**src/rtl/pwm_multichannel_peripheral_pkg.sv**
```systemverilog
// Shared constants and types for the multichannel PWM peripheral.
package pwm_pkg;

  localparam int unsigned PWM_NUM_CH  = 16;
  localparam int unsigned PWM_CNT_W   = 8;
  localparam int unsigned PWM_PRESC_W = 8;

  typedef enum logic {
    PWM_MODE_STATIC = 1'b0,
    PWM_MODE_PWM    = 1'b1
  } pwm_mode_e;

  // Channel-index width; a single channel still needs a 1-bit select.
  function automatic int unsigned ch_idx_w(int unsigned n);
    return (n > 1) ? $clog2(n) : 1;
  endfunction

endpackage

```
**src/rtl/pwm_multichannel_peripheral_if.sv**
```systemverilog
// Register-side control bus and PWM outputs of the multichannel PWM peripheral.
interface pwm_multichannel_peripheral_if
  import pwm_pkg::*;
#(
  parameter int unsigned NUM_CH  = PWM_NUM_CH,
  parameter int unsigned CNT_W   = PWM_CNT_W,
  parameter int unsigned PRESC_W = PWM_PRESC_W
);
  localparam int unsigned CH_W = ch_idx_w(NUM_CH);

  logic               run;
  logic [PRESC_W-1:0] prescale;
  logic [NUM_CH-1:0]  en_out;
  logic [NUM_CH-1:0]  en_pwm;
  logic               duty_wr;
  logic [CH_W-1:0]    duty_ch;
  logic [CNT_W-1:0]   duty_data;
  logic               period_start;
  logic [NUM_CH-1:0]  out;

  modport master (
    output run, prescale, en_out, en_pwm, duty_wr, duty_ch, duty_data,
    input  period_start, out
  );

  modport slave (
    input  run, prescale, en_out, en_pwm, duty_wr, duty_ch, duty_data,
    output period_start, out
  );

endinterface

```
**src/rtl/pwm_multichannel_peripheral_timebase.sv**
```systemverilog
// Prescaled period counter: emits the counter value, the wrap condition and a registered period-start pulse.
module pwm_timebase #(
  parameter int unsigned PRESC_W = 8,
  parameter int unsigned CNT_W   = 8
) (
  input  logic               clk,
  input  logic               rst,
  input  logic               i_run,
  input  logic [PRESC_W-1:0] i_prescale,
  output logic [CNT_W-1:0]   o_cnt,
  output logic               o_wrap,
  output logic               o_period_start
);

  logic [PRESC_W-1:0] r_psc;
  logic [CNT_W-1:0]   r_cnt;
  logic               r_period_start;
  logic               w_tick;

  // >= so that lowering prescale below the running count wraps immediately.
  assign w_tick = i_run && (r_psc >= i_prescale);
  assign o_wrap = w_tick && (r_cnt == '1);

  always_ff @(posedge clk or posedge rst) begin
    if (rst) begin
      r_psc          <= '0;
      r_cnt          <= '0;
      r_period_start <= 1'b0;
    end else begin
      r_period_start <= o_wrap;
      if (!i_run) begin
        r_psc <= '0;
        r_cnt <= '0;
      end else if (w_tick) begin
        r_psc <= '0;
        r_cnt <= r_cnt + CNT_W'(1);
      end else begin
        r_psc <= r_psc + PRESC_W'(1);
      end
    end
  end

  assign o_cnt          = r_cnt;
  assign o_period_start = r_period_start;

endmodule

```
**src/rtl/pwm_multichannel_peripheral.sv**
```systemverilog
// N-channel PWM with per-channel double-buffered duty, shared prescaled timebase and registered outputs.
module pwm_multichannel_peripheral
  import pwm_pkg::*;
#(
  parameter int unsigned NUM_CH  = PWM_NUM_CH,
  parameter int unsigned CNT_W   = PWM_CNT_W,
  parameter int unsigned PRESC_W = PWM_PRESC_W
) (
  input logic                         clk,
  input logic                         rst,
  pwm_multichannel_peripheral_if.slave pwm_if
);

  logic [CNT_W-1:0]  r_pending [NUM_CH];
  logic [CNT_W-1:0]  r_active  [NUM_CH];
  logic [NUM_CH-1:0] r_out;
  logic [NUM_CH-1:0] w_pwm_bit;
  logic [NUM_CH-1:0] w_out_nxt;
  logic [CNT_W-1:0]  w_cnt;
  logic              w_wrap;
  logic              w_period_start;

  pwm_timebase #(
    .PRESC_W (PRESC_W),
    .CNT_W   (CNT_W)
  ) u_timebase (
    .clk            (clk),
    .rst            (rst),
    .i_run          (pwm_if.run),
    .i_prescale     (pwm_if.prescale),
    .o_cnt          (w_cnt),
    .o_wrap         (w_wrap),
    .o_period_start (w_period_start)
  );

  always_ff @(posedge clk or posedge rst) begin
    if (rst) begin
      for (int unsigned i = 0; i < NUM_CH; i++) r_pending[i] <= '0;
    end else if (pwm_if.duty_wr && (32'(pwm_if.duty_ch) < NUM_CH)) begin
      r_pending[pwm_if.duty_ch] <= pwm_if.duty_data;
    end
  end

  // Active copies see pending as it was before this edge; a same-cycle write waits one period.
  always_ff @(posedge clk or posedge rst) begin
    if (rst) begin
      for (int unsigned i = 0; i < NUM_CH; i++) r_active[i] <= '0;
    end else if (w_wrap) begin
      r_active <= r_pending;
    end
  end

  for (genvar g = 0; g < NUM_CH; g++) begin : g_ch
    assign w_pwm_bit[g] = (r_active[g] == '1) ? 1'b1 : (w_cnt < r_active[g]);
  end

  always_comb begin
    w_out_nxt = '0;
    for (int unsigned i = 0; i < NUM_CH; i++) begin
      if (pwm_if.en_out[i]) begin
        w_out_nxt[i] = (pwm_mode_e'(pwm_if.en_pwm[i]) == PWM_MODE_PWM) ? w_pwm_bit[i] : 1'b1;
      end
    end
  end

  always_ff @(posedge clk or posedge rst) begin
    if (rst) r_out <= '0;
    else     r_out <= w_out_nxt;
  end

  assign pwm_if.out          = r_out;
  assign pwm_if.period_start = w_period_start;

endmodule
```
**src/flat_wrapper.sv**
```systemverilog
// flat-port wrapper written by rule: the top's interface ports become plain ports
module pwm_multichannel_peripheral_flat import pwm_pkg::*;
#(
  parameter int unsigned NUM_CH  = PWM_NUM_CH,
  parameter int unsigned CNT_W   = PWM_CNT_W,
  parameter int unsigned PRESC_W = PWM_PRESC_W
)
  (clk, rst, pwm_if_run, pwm_if_prescale, pwm_if_en_out, pwm_if_en_pwm, pwm_if_duty_wr, pwm_if_duty_ch, pwm_if_duty_data, pwm_if_period_start, pwm_if_out);
  pwm_multichannel_peripheral_if #(.NUM_CH(NUM_CH), .CNT_W(CNT_W), .PRESC_W(PRESC_W)) pwm_if_i ();
  input logic clk;
  input logic rst;
  input wire logic [$bits(pwm_if_i.run)-1:0] pwm_if_run;
  input wire logic [$bits(pwm_if_i.prescale)-1:0] pwm_if_prescale;
  input wire logic [$bits(pwm_if_i.en_out)-1:0] pwm_if_en_out;
  input wire logic [$bits(pwm_if_i.en_pwm)-1:0] pwm_if_en_pwm;
  input wire logic [$bits(pwm_if_i.duty_wr)-1:0] pwm_if_duty_wr;
  input wire logic [$bits(pwm_if_i.duty_ch)-1:0] pwm_if_duty_ch;
  input wire logic [$bits(pwm_if_i.duty_data)-1:0] pwm_if_duty_data;
  output wire logic [$bits(pwm_if_i.period_start)-1:0] pwm_if_period_start;
  output wire logic [$bits(pwm_if_i.out)-1:0] pwm_if_out;
  assign pwm_if_i.run = pwm_if_run;
  assign pwm_if_i.prescale = pwm_if_prescale;
  assign pwm_if_i.en_out = pwm_if_en_out;
  assign pwm_if_i.en_pwm = pwm_if_en_pwm;
  assign pwm_if_i.duty_wr = pwm_if_duty_wr;
  assign pwm_if_i.duty_ch = pwm_if_duty_ch;
  assign pwm_if_i.duty_data = pwm_if_duty_data;
  assign pwm_if_period_start = pwm_if_i.period_start;
  assign pwm_if_out = pwm_if_i.out;
  pwm_multichannel_peripheral #(.NUM_CH(NUM_CH), .CNT_W(CNT_W), .PRESC_W(PRESC_W)) u_core (.clk(clk), .rst(rst), .pwm_if(pwm_if_i));
endmodule
```
**config.mk**
```make
export PLATFORM = sky130hd
export DESIGN_NAME = pwm_multichannel_peripheral_flat
export DESIGN_NICKNAME = d
export VERILOG_FILES = /design/src/rtl/pwm_multichannel_peripheral_pkg.sv /design/src/rtl/pwm_multichannel_peripheral_if.sv /design/src/rtl/pwm_multichannel_peripheral_timebase.sv /design/src/rtl/pwm_multichannel_peripheral.sv /design/src/flat_wrapper.sv
export SDC_FILE = /design/constraint.sdc
export NUM_CORES = 1
export LEC_CHECK = 0
export CELL_PAD_IN_SITES_DETAIL_PLACEMENT = 1
export CELL_PAD_IN_SITES_GLOBAL_PLACEMENT = 1
export CORE_MARGIN = 10
export CORE_UTILIZATION = 45
export CTS_CLUSTER_DIAMETER = 60
export DETAILED_ROUTE_END_ITERATION = 10
export MAX_ROUTING_LAYER = met4
export PLACE_DENSITY = 0.75
export SLEW_MARGIN = 0
export SYNTH_ARGS = -nofsm -noshare
export SYNTH_HDL_FRONTEND = slang
export SYNTH_SLANG_ARGS = --single-unit
```
**constraint.sdc**
```tcl
create_clock -name clk -period 9.8 [get_ports clk]
set_input_delay 1.47 -clock clk [delete_from_list [all_inputs] [get_ports clk]]
set_output_delay 1.47 -clock clk [all_outputs]
set_load 0.005 [all_outputs]
```
Word-level counts from Yosys, hierarchy flattened
Index checks and enable logic that the tools add are counted.
{ "totals": {"regBits": 289, "out_inout_bits": 17, "word_cells": 134} }
{ "op_classes": {"n_addsub": 2, "magnitude_cmp": 19, "eq_ne": 18, "muxes": 55, "bitwise": 1, "n_reduce_logical": 3} }
{ "ops": {"columns": ["cell", "count"], "rows": [
  ["$eq A8 B8 Y1 const B", 17],
  ["$bwmux W128", 1],
  ["$lt A8 B8 Y1", 16],
  ["$mux W1", 48],
  ["$mux W8", 5],
  ["$demux W8 S4", 1],
  ["$add A8 B1 Y8 const B", 2],
  ["$ge A8 B8 Y1", 1],
  ["$ge A5 B5 Y1 const B", 1],
  ["$lt A5 B1 Y1 const B", 1],
  ["$not A4 Y5", 1],
  ["$logic_and A1 B1 Y1", 3],
  ["$ne A2 B1 Y1 const B", 1]
]} }

Longest topological paths before layout
Gate-level depths: netlist (run 1).
{ "logic_depth": {"ltp_word": 6, "mapped_depth": 9, "depth_no_buf": 7} }

Modules after synthesis
Synthesis (run 1) repeated with hierarchy kept, for this count alone.
{ "hier_totals": {"cells_unflattened": 1315, "hier_area_um2": 14049.7} }
{ "by_module_without_submodules": {"columns": ["mod", "n_inst", "cells_each", "area_each_um2"], "rows": [
  ["pwm_multichannel_peripheral", 1, 1204, 12992.5],
  ["pwm_timebase", 1, 111, 1057.3]
]} }

Worst setup path before layout (run 1)
No wires, ideal clock.
{ "synth_timing": {"kind": "in2reg", "startpoint": "input port pwm_if_prescale[0]", "endpoint": "register u_core.r_active[0] (netlist bit)", "setup_time_ns": 0.127, "t_arrival_ns": 3.271, "path_slack_ns": 6.401, "stages": 8, "cell_sequence": "ha_1 -> nand2b_1 -> a2111o_1 -> a21oi_4 -> nand4b_2 -> buf_8 -> buf_8 -> mux2_1"} }
{ "synth_via": {"elab_chain_len": 3} }
{ "synth_lines": {"columns": ["element", "line", "text"], "rows": [
  ["from (decl)", "flat_wrapper.sv:13", "input wire logic [$bits(pwm_if_i.prescale)-1:0] pwm_if_prescale;"],
  ["$ge A8 B8 Y1", "pwm_multichannel_peripheral_timebase.sv:21", "assign w_tick = i_run && (r_psc >= i_prescale);"],
  ["$logic_and A1 B1 Y1", "pwm_multichannel_peripheral_timebase.sv:21", null],
  ["$logic_and A1 B1 Y1", "pwm_multichannel_peripheral_timebase.sv:22", "assign o_wrap = w_tick && (r_cnt == '1);"],
  ["to (signal assigned)", "pwm_multichannel_peripheral.sv:49", "r_active <= r_pending;"],
  ["to (decl)", "pwm_multichannel_peripheral.sv:15", "logic [CNT_W-1:0] r_active [NUM_CH];"]
]} }
No other way between the ends.
A chain may end at the register's enable or synchronous reset.

Final worst setup path (run 1)
{ "layout_timing": {"startpoint": "input port pwm_if_prescale[0]", "endpoint": "register u_core.r_active[116] (netlist bit)"} }
The elaborated chain is that of the path after synthesis.

==> reports/results.ini, run 1 <==
[outcome]
status = finished, final reports clean

[sta]
worstMarginPinSlew_ns = 1.147
rsz0062_at_grt = no
hold_viol = 0
finalSetupViolCount = 0
post-route-period-util = 0.4497
fmax_ghz = 0.2269
fin_crit_ns = 4.407
drv_slew = 0
finClkSkew_ns = 0.01429
final.setup.tns_ns = 0
setup_ws_ns = 5.393
slew_headroom = 0.2331

[layout]
multi_input_area_sq_um = 6228
antenna_cells = 0
fin_area_sq_um = 16430
seq_area_sq_um = 7232
area_growth_pct = 15.48
nFillCells = 3159
utilization = 0.5235
drive_gt1_frac = 0.1362
num-nets-final = 1404

[synth]
ys_warn_count = 0
synth_nets = 1312
syn_area_sq_um = 14230
synth_top_area_cell = dfrtp_1
ys_seq_area_frac = 0.5082
ys.flop_type = dfrtp_1
synth_top_area_share = 0.5082
synth_edf_count = 0
synthTopCellsByCount = dfrtp_1 (289), mux2_1 (155), inv_1 (139), ha_1 (122), mux2_2 (101)
async_flop_share = 1.000
syn_inst = 1134
synth_most_common_cell = dfrtp_1
synth_seq_cells = 289
synth_area_leaders = dfrtp_1 (51%), mux2_1 (12%), ha_1 (11%)
synth_cell_types = 38
avgSynthCellArea_sq_um = 12.55

[cts]
tritoncts = yes
insertion_delay_ns = 0.51
postCtsSetupBuffers = 0
cts_buffer_depth = 3
ctsResizeCount = 0
clockRootBuffer = clkbuf_16
cts.sinks = 289
clk_pin_slew_worst_paths_ns = 0.06
hold_buffers = 0
cts_buffers = 34
h-tree-depth = 2

[route]
ant_nets = 0
routed_via_density = 5.480
remaining_drc_errors = 0
routed_wl_microns = 34680
drtIter0Drc = 389
wl_per_cell_microns = 21.02
via_count = 9042
dr.pass1.iters = 4

[worst_setup_path]
critPathMaxStageDelay_ns = 0.70
path_class = primary input to register
crit_chain = clkdlybuf4s50_1, ha_1, nand2b_1, a2111o_1, a21oi_4, nand4b_4, buf_4, mux2_1
cp-end-kind = register
crit_arrival_ns = 4.78
ff2ff_path_depth = 8
crit_path_max_fanout = 56
cp-start-kind = primary input
required_ns = 10.17
crit_path_top_delay_cell = buf_4

[pwr]
vdd_drop_max_mv = 0.09647
p_leak_uw = 0.007614
power.density_nw_per_um2 = 173.1

[die]
die_w_microns = 197.8
row_count = 65
die_area_sq_um = 39140
start_util = 0.4533
design.portCount = 73
die-height_microns = 197.8
core_sq_um = 31390

[global_route]
grt_pass1_vias = 10180
grt_max_degree = 146
grt_antenna_before_repair = 0
track_usage = 0.1877
grt-ovfl-total = 0
grt_pass1_wl_microns = 55950

[flow_run]
maxCapViolCount = 0

[min_path]
min_path_type = register to register
hold_depth = 1

[placement]
hpwl_microns = 21620
place_congestion = 0.7834
dpl_cell_area_sq_um = 15320
portBuffers = 72
dp_slack_ns = 4.835

-- state kept, by name (all words and copies together), names as in the netlist --
name / cells
u_core.u_timebase.r_psc: 8
u_core.r_pending: 128
u_core.u_timebase.o_period_start: 1
u_core.r_active: 128
u_core.u_timebase.o_cnt: 8
u_core.pwm_if.out: 16
-- critical path: cells and delay by family --
kind,cells,cell delay [ns]
buf+inv,2,1.11
fa+ha+maj,1,0.29
simple gates,2,0.61
compound gates,2,0.83
mux,1,0.39
-- report_power, final --
group	internal, uW	switching, uW	total [uW]	leakage (uW)
clock	765	487	1250	0.000550
sequential	1320	61.7	1380	0.00380
combinational	121	89.5	210	0.00326
total	2210	638	2840	0.00761
-- final cells by class --
cell class | count | share of cell area
sequential | 289 | 0.4400
multi-input combinational | 677 | 0.3790
clock buffer | 52 | 0.06403
timing repair buffer | 85 | 0.05055
inverter | 139 | 0.03220
tap | 402 | 0.03061
clock inverter | 6 | 0.003578
-- worst paths after layout --
check | from | endpoint | slack [ns]
max in group asynchronous | rst | u_core.r_active[68] | 6.84
max reg2reg | u_core.u_timebase.r_psc[0] | u_core.r_active[116] | 6.32
max | pwm_if_prescale[0] | u_core.r_active[116] | 5.39
min reg2reg | u_core.r_pending[7] | u_core.r_active[7] | 0.47
min | u_core.r_pending[7] | u_core.r_active[7] | 0.47
min in group asynchronous | rst | u_core.r_pending[126] | 1.61
-- cells by family (layout without fill, tap and decap cells) --
family	count (synthesis)	after routing	share of synthesized area
AOI/OAI and AO/OA	159	159	0.07069
xor gates and xnor gates	7	7	0.004308
adders and majority gates	122	122	0.1073
buffers and inverters	168	282	0.05477
DFF	289	289	0.5082
muxes	259	259	0.2047
and+or+nand+nor	130	130	0.05011
-- cells in the final DEF (no fill, tap or decap), types with 7 or more instances in the layout --
cell type / netlist / routed
nor2_1: 17 / 17
a21oi_1: 19 / 19
nand4_1: 34 / 34
mux2_1: 155 / 155
dfrtp_1: 289 / 289
mux2_2: 101 / 101
buf_4: 0 / 12
o21ai_1: 19 / 19
o21a_1: 16 / 16
ha_1: 122 / 122
clkbuf_1: 13 / 8
a221oi_1: 16 / 16
clkbuf_8: 0 / 7
a211oi_1: 32 / 32
clkbuf_16: 0 / 37
nand2_1: 28 / 28
inv_1: 139 / 138
clkdlybuf4s50_1: 0 / 72
o21ai_0: 50 / 50
nand3_1: 9 / 9
nand2b_1: 21 / 21
-- stage by stage --
| step | cells | hold WS (ns) | power [uW] |
|---|---|---|---|
| final | 1650 | 0.4738 | 2845 |
| after CTS | 1650 | 0.4782 | 2878 |
| after detailed placement | 1592 | 0.4683 | 1613 |
| after floorplan | 1134 | 0.4502 | 1522 |
| after global routing | 1650 | 0.4895 | 2963 |
| after global placement | 1592 | 0.4575 | 1592 |
-- metal layers --
layer  wire, microns  global-route usage  vias to the layer above
met4             607             0.04385                        0
met5               0                   -                        -
li1                -                   -                     4201
met1           14810              0.2172                     4674
met2           18070              0.3345                      118
met3            1186             0.03039                       49
(Power assumes the default switching activity.)
==> inputs of run 2 (changes only) <==
Clock period 9.8 ns to 3.9 ns, I/O delays scaled along.
==> reports/results.ini, run 2 (synthesis results as in run 1) <==
[pwr]
fin_total_pwr_uw = 7204
clockPowerShare = 0.443
p_sw_frac = 0.2211
vdd_drop_max_mv = 0.2726
p_int_uw = 5611
p_comb_frac = 0.075
p_leak_uw = 0.007699
pwr-share-seq = 0.482
power.density_nw_per_um2 = 433.9
p_switching_uw = 1593

[sta]
slew_headroom = 0.2500
hold_viol = 0
fin_crit_ns = 2.851
worstMarginPinSlew_ns = 1.121
post-route-period-util = 0.7310
drv_slew = 0
rsz0062_at_grt = no
final.setup.tns_ns = 0
finalSetupViolCount = 0
setup_ws_ns = 1.049
fmax_ghz = 0.3508
finClkSkew_ns = 0.01677

[global_route]
grt.met3_usage = 0.02733
use_met2 = 0.3264
grt_util_met1 = 0.2188
grt_busiest_layer = met2
grt_max_degree = 70
grt_antenna_before_repair = 0
track_usage = 0.1853
grt-ovfl-total = 0
grt_pass1_vias = 10150
grt_pass1_wl_microns = 55590

[placement]
hpwl_microns = 22050
portBuffers = 72
dp_slack_ns = 0.5543
place_congestion = 0.7470

[cts]
insertion_delay_ns = 0.51
clockRootBuffer = clkbuf_16
h-tree-depth = 2
postCtsSetupBuffers = 0
cts.sinks = 289
clk_pin_slew_worst_paths_ns = 0.06
hold_buffers = 0
tritoncts = yes
ctsResizeCount = 0
cts_buffers = 34
cts_buffer_depth = 3

[worst_setup_path]
cp-start-kind = primary input
path_class = primary input to register
cp-end-kind = register
crit_chain = clkdlybuf4s50_1, ha_1, nand2b_1, a2111o_1, a21oi_4, nand4b_4, buf_12, mux2_1
crit_path_top_delay_cell = a2111o_1
crit_path_max_fanout = 58
crit_arrival_ns = 3.22
critPathMaxStageDelay_ns = 0.45
required_ns = 4.27

[die]
die_w_microns = 197.8
start_util = 0.4533
row_count = 65
die-height_microns = 197.8
core_sq_um = 31390
die_area_sq_um = 39140
design.portCount = 73

[layout]
antenna_cells = 0
drive_gt1_frac = 0.1435
num-nets-final = 1415
area_growth_pct = 16.66
layout_commonest_cell = dfrtp_1
mostFrequentLayoutCells = dfrtp_1 (289), mux2_1 (155), inv_1 (138), ha_1 (122), mux2_2 (101)
utilization = 0.5289
nFillCells = 3182

[min_path]
min_path_type = register to register

[outcome]
status = finished, final reports clean

[route]
drtIter0Drc = 333
via_count = 9139
routed_wl_microns = 34320
routed_via_density = 5.495
remaining_drc_errors = 0
ant_nets = 0
dr.pass1.iters = 5
wl_per_cell_microns = 20.64

[flow_run]
maxCapViolCount = 0

-- run 2: changes by cell type in the layout (fill, tap and decap cells not counted) --
cell,before,now
clkbuf_8,7,6
clkinvlp_4,0,1
buf_4,12,18
clkbuf_1,8,10
buf_12,1,6
bufinv_16,1,2
inv_6,1,0
-- run 2: worst max-delay path: cells and delay by family --
kind | cells | cell delay (ns)
multiplexers | 1 | 0.40
AO/OA/AOI/OAI | 2 | 0.60
buffers and inverters | 2 | 0.75
AND/OR/NAND/NOR | 2 | 0.51
adder cells (fa/ha/maj) | 1 | 0.30
-- run 2: power by group through the flow --
| stage | Sequential (uW) | Clock, uW | Combinational, uW |
|---|---|---|---|
| floorplan | 3470 | 0 | 358 |
| global placement | 3490 | 0 | 521 |
| detailed placement | 3520 | 0 | 545 |
| CTS | 3470 | 3280 | 553 |
| global route | 3510 | 3400 | 598 |
| finish | 3470 | 3190 | 538 |
-- run 2: final cells by class --
class / count / area (sq um) / area share
repair buffers: 96 / 975.9 / 0.05878
clock buffers: 53 / 1046 / 0.06300
flip-flops and latches: 289 / 7232 / 0.4356
well taps: 402 / 503.0 / 0.03030
inverters: 139 / 525.5 / 0.03165
multi-input cells: 677 / 6228 / 0.3752
clock inverters: 7 / 91.34 / 0.005502
-- run 2: final timing paths --
check / from / endpoint / slack (ns) / cells after the start
max in group asynchronous: rst / u_core.r_pending[13] / 2.39 / 3
worst max register to register: u_core.u_timebase.r_psc[0] / u_core.r_active[99] / 1.10 / 8
min in group asynchronous: rst / u_core.r_active[120] / 0.62 / 2
worst min-delay path: u_core.r_pending[126] / u_core.r_active[126] / 0.48 / 1
worst max-delay path: pwm_if_prescale[0] / u_core.r_active[99] / 1.05 / 8
worst min register to register: u_core.r_pending[126] / u_core.r_active[126] / 0.48 / 1
-- run 2: metrics by stage --
stage          cell area [sq um]  instances  hold slack [ns]
2_1_floorplan              14230       1134           0.4502
3_3_place_gp               15460       1603           0.4577
3_5_place_dp               15460       1603           0.4695
4_1_cts                    16600       1663           0.4756
5_1_grt                    16600       1663           0.4975
6_report                   16600       1663           0.4771
-- run 2: routing by layer --
metal | routed length, microns | share of wire
met1 | 14970 | 0.44
met5 | 0 | 0
met2 | 17510 | 0.51
met3 | 1203 | 0.035
met4 | 638 | 0.019
==> inputs of run 3 (changes only) <==
Clock period 3.9 ns to 2.4 ns, I/O delays scaled along.
==> reports/results.ini, run 3 (synthesis results as in run 1) <==
[worst_setup_path]
crit_start = u_core.u_timebase.r_psc[0]
r2r_end = u_core.r_active[35]
rr_startpoint = u_core.u_timebase.r_psc[0]
crit_chain = inv_1, ha_1, nand2b_1, a2111o_1, a21oi_4, nand4b_4, buf_4, buf_12, mux2_1
ff2ff_path_depth = 9
critPathMaxStageDelay_ns = 0.40
crit_path_top_delay_cell = a2111o_1
cp-start-kind = register
rrSetupSlack_ns = 0.03
crit_path_end = u_core.r_active[35]
cp-end-kind = register
path_class = register to register
crit_path_max_fanout = 16
crit_arrival_ns = 2.74
required_ns = 2.77

[global_route]
grt_pass1_wl_microns = 57290
track_usage = 0.1909
grt_pass1_vias = 10380
grt_antenna_before_repair = 0
grt-ovfl-total = 0
grt_max_degree = 64

[layout]
mostFrequentLayoutCells = dfrtp_1 (289), mux2_1 (148), inv_1 (138), ha_1 (122), mux2_2 (102)
layout_commonest_cell = dfrtp_1
antenna_cells = 0
utilization = 0.5478
nFillCells = 3160
fin_area_sq_um = 17200
num-nets-final = 1460
drive_gt1_frac = 0.1817
area_growth_pct = 20.84

[die]
die_w_microns = 197.8
design.portCount = 73
start_util = 0.4533
core_sq_um = 31390
row_count = 65
die_area_sq_um = 39140
die-height_microns = 197.8

[cts]
hold_buffers = 0
tritoncts = yes
clk_pin_slew_worst_paths_ns = 0.06
cts_buffers = 35
cts_buffer_depth = 3
cts.sinks = 289
clockRootBuffer = clkbuf_16
h-tree-depth = 2
insertion_delay_ns = 0.51

[sta]
fmax_ghz = 0.4217
slew_headroom = 0.6525
fin_crit_ns = 2.371
rsz0062_at_grt = yes
hold_viol = 0
finClkSkew_ns = 0.01334
worstMarginPinSlew_ns = 0.5213
finalSetupViolCount = 0
post-route-period-util = 0.9881
drv_slew = 0

[placement]
place_congestion = 0.7984
portBuffers = 72
hpwl_microns = 23420
dpl_cell_area_sq_um = 15710

[min_path]
min_path_type = primary input to asynchronous set/reset pin

[pwr]
vdd_drop_max_mv = 0.6390
p_leak_uw = 0.008038
fin_total_pwr_uw = 11880
power.density_nw_per_um2 = 690.7

[route]
routed_wl_microns = 37350
via_count = 9421
dr.pass1.iters = 6
routed_via_density = 5.522
wl_per_cell_microns = 21.89
remaining_drc_errors = 0
ant_nets = 0
drtIter0Drc = 362

[flow_run]
maxCapViolCount = 0

[outcome]
status = finished, final reports clean

run 3: changes by cell type in the layout (fill, tap and decap cells not counted), sizes merged:
cell,previous run,this run
inv,139,142
clkbuf,53,57
buf,24,62
clkinv,4,0
clkinvlp,1,3
run 3: critical path, delay by kind of cell (launching register included):
kind            cells  cell delay (ns)
compound gates      2             0.55
fa+ha+maj           1             0.21
buf+inv             3             0.38
flops               1             0.38
mux                 1             0.37
simple gates        2             0.36
run 3: cell type report:
cell class / count / area, sq um / area share
Inverter: 139 / 525.5 / 0.03056
Tap cell: 402 / 503.0 / 0.02925
Timing Repair Buffer: 140 / 1516 / 0.08818
Clock buffer: 51 / 1056 / 0.06141
Clock inverter: 8 / 112.6 / 0.006548
Sequential cell: 289 / 7232 / 0.4205
Multi-Input combinational cell: 677 / 6251 / 0.3635
run 3: how the worst min path moves through the flow:
stage | cells past startpoint | end | slack (ns)
floorplan | 1 | u_core.r_pending[16] | 0.45
global placement | 1 | u_core.r_active[60] | 0.46
detailed placement | 1 | u_core.r_pending[52] | 0.47
CTS | 2 | u_core.r_active[107] | 0.17
global route | 2 | u_core.r_active[107] | 0.22
finish | 2 | u_core.r_active[107] | 0.18
run 3: power breakdown:
| group | internal (uW) | leakage, uW | switching (uW) | total, uW |
|---|---|---|---|---|
| logic | 523 | 0.00367 | 376 | 898 |
| registers | 5390 | 0.00380 | 260 | 5650 |
| clock network | 3270 | 0.000571 | 2050 | 5320 |
run 3: through the flow:
step | setup WS (ns) | TNS [ns] | hold WS [ns] | std cells
2_1_floorplan | -1.793 | -518.23 | 0.4502 | 1134
3_3_place_gp | -0.3767 | -46.46 | 0.4573 | 1630
3_5_place_dp | -0.4252 | -49.33 | 0.4683 | 1630
4_1_cts | -0.01790 | -0.07264 | 0.1744 | 1689
5_1_grt | -0.05626 | -1.711 | 0.2166 | 1706
6_report | 0.02858 | 0 | 0.1819 | 1706
run 3: routing by layer:
metal	GRT usage	share of wire	up-vias
li1	-	-	4317
met1	0.2277	0.42	4846
met2	0.3274	0.50	183
met3	0.02733	0.041	75
met4	0.06093	0.030	0
met5	-	0	-
run 3: timing repair:
item / in CTS / in global routing
pin swaps: 0 / 1
gates resized for setup: 7 / 10
setup endpoints to repair: 13 / 128
buffers inserted: 0 / 7
cloned: 0 / 10
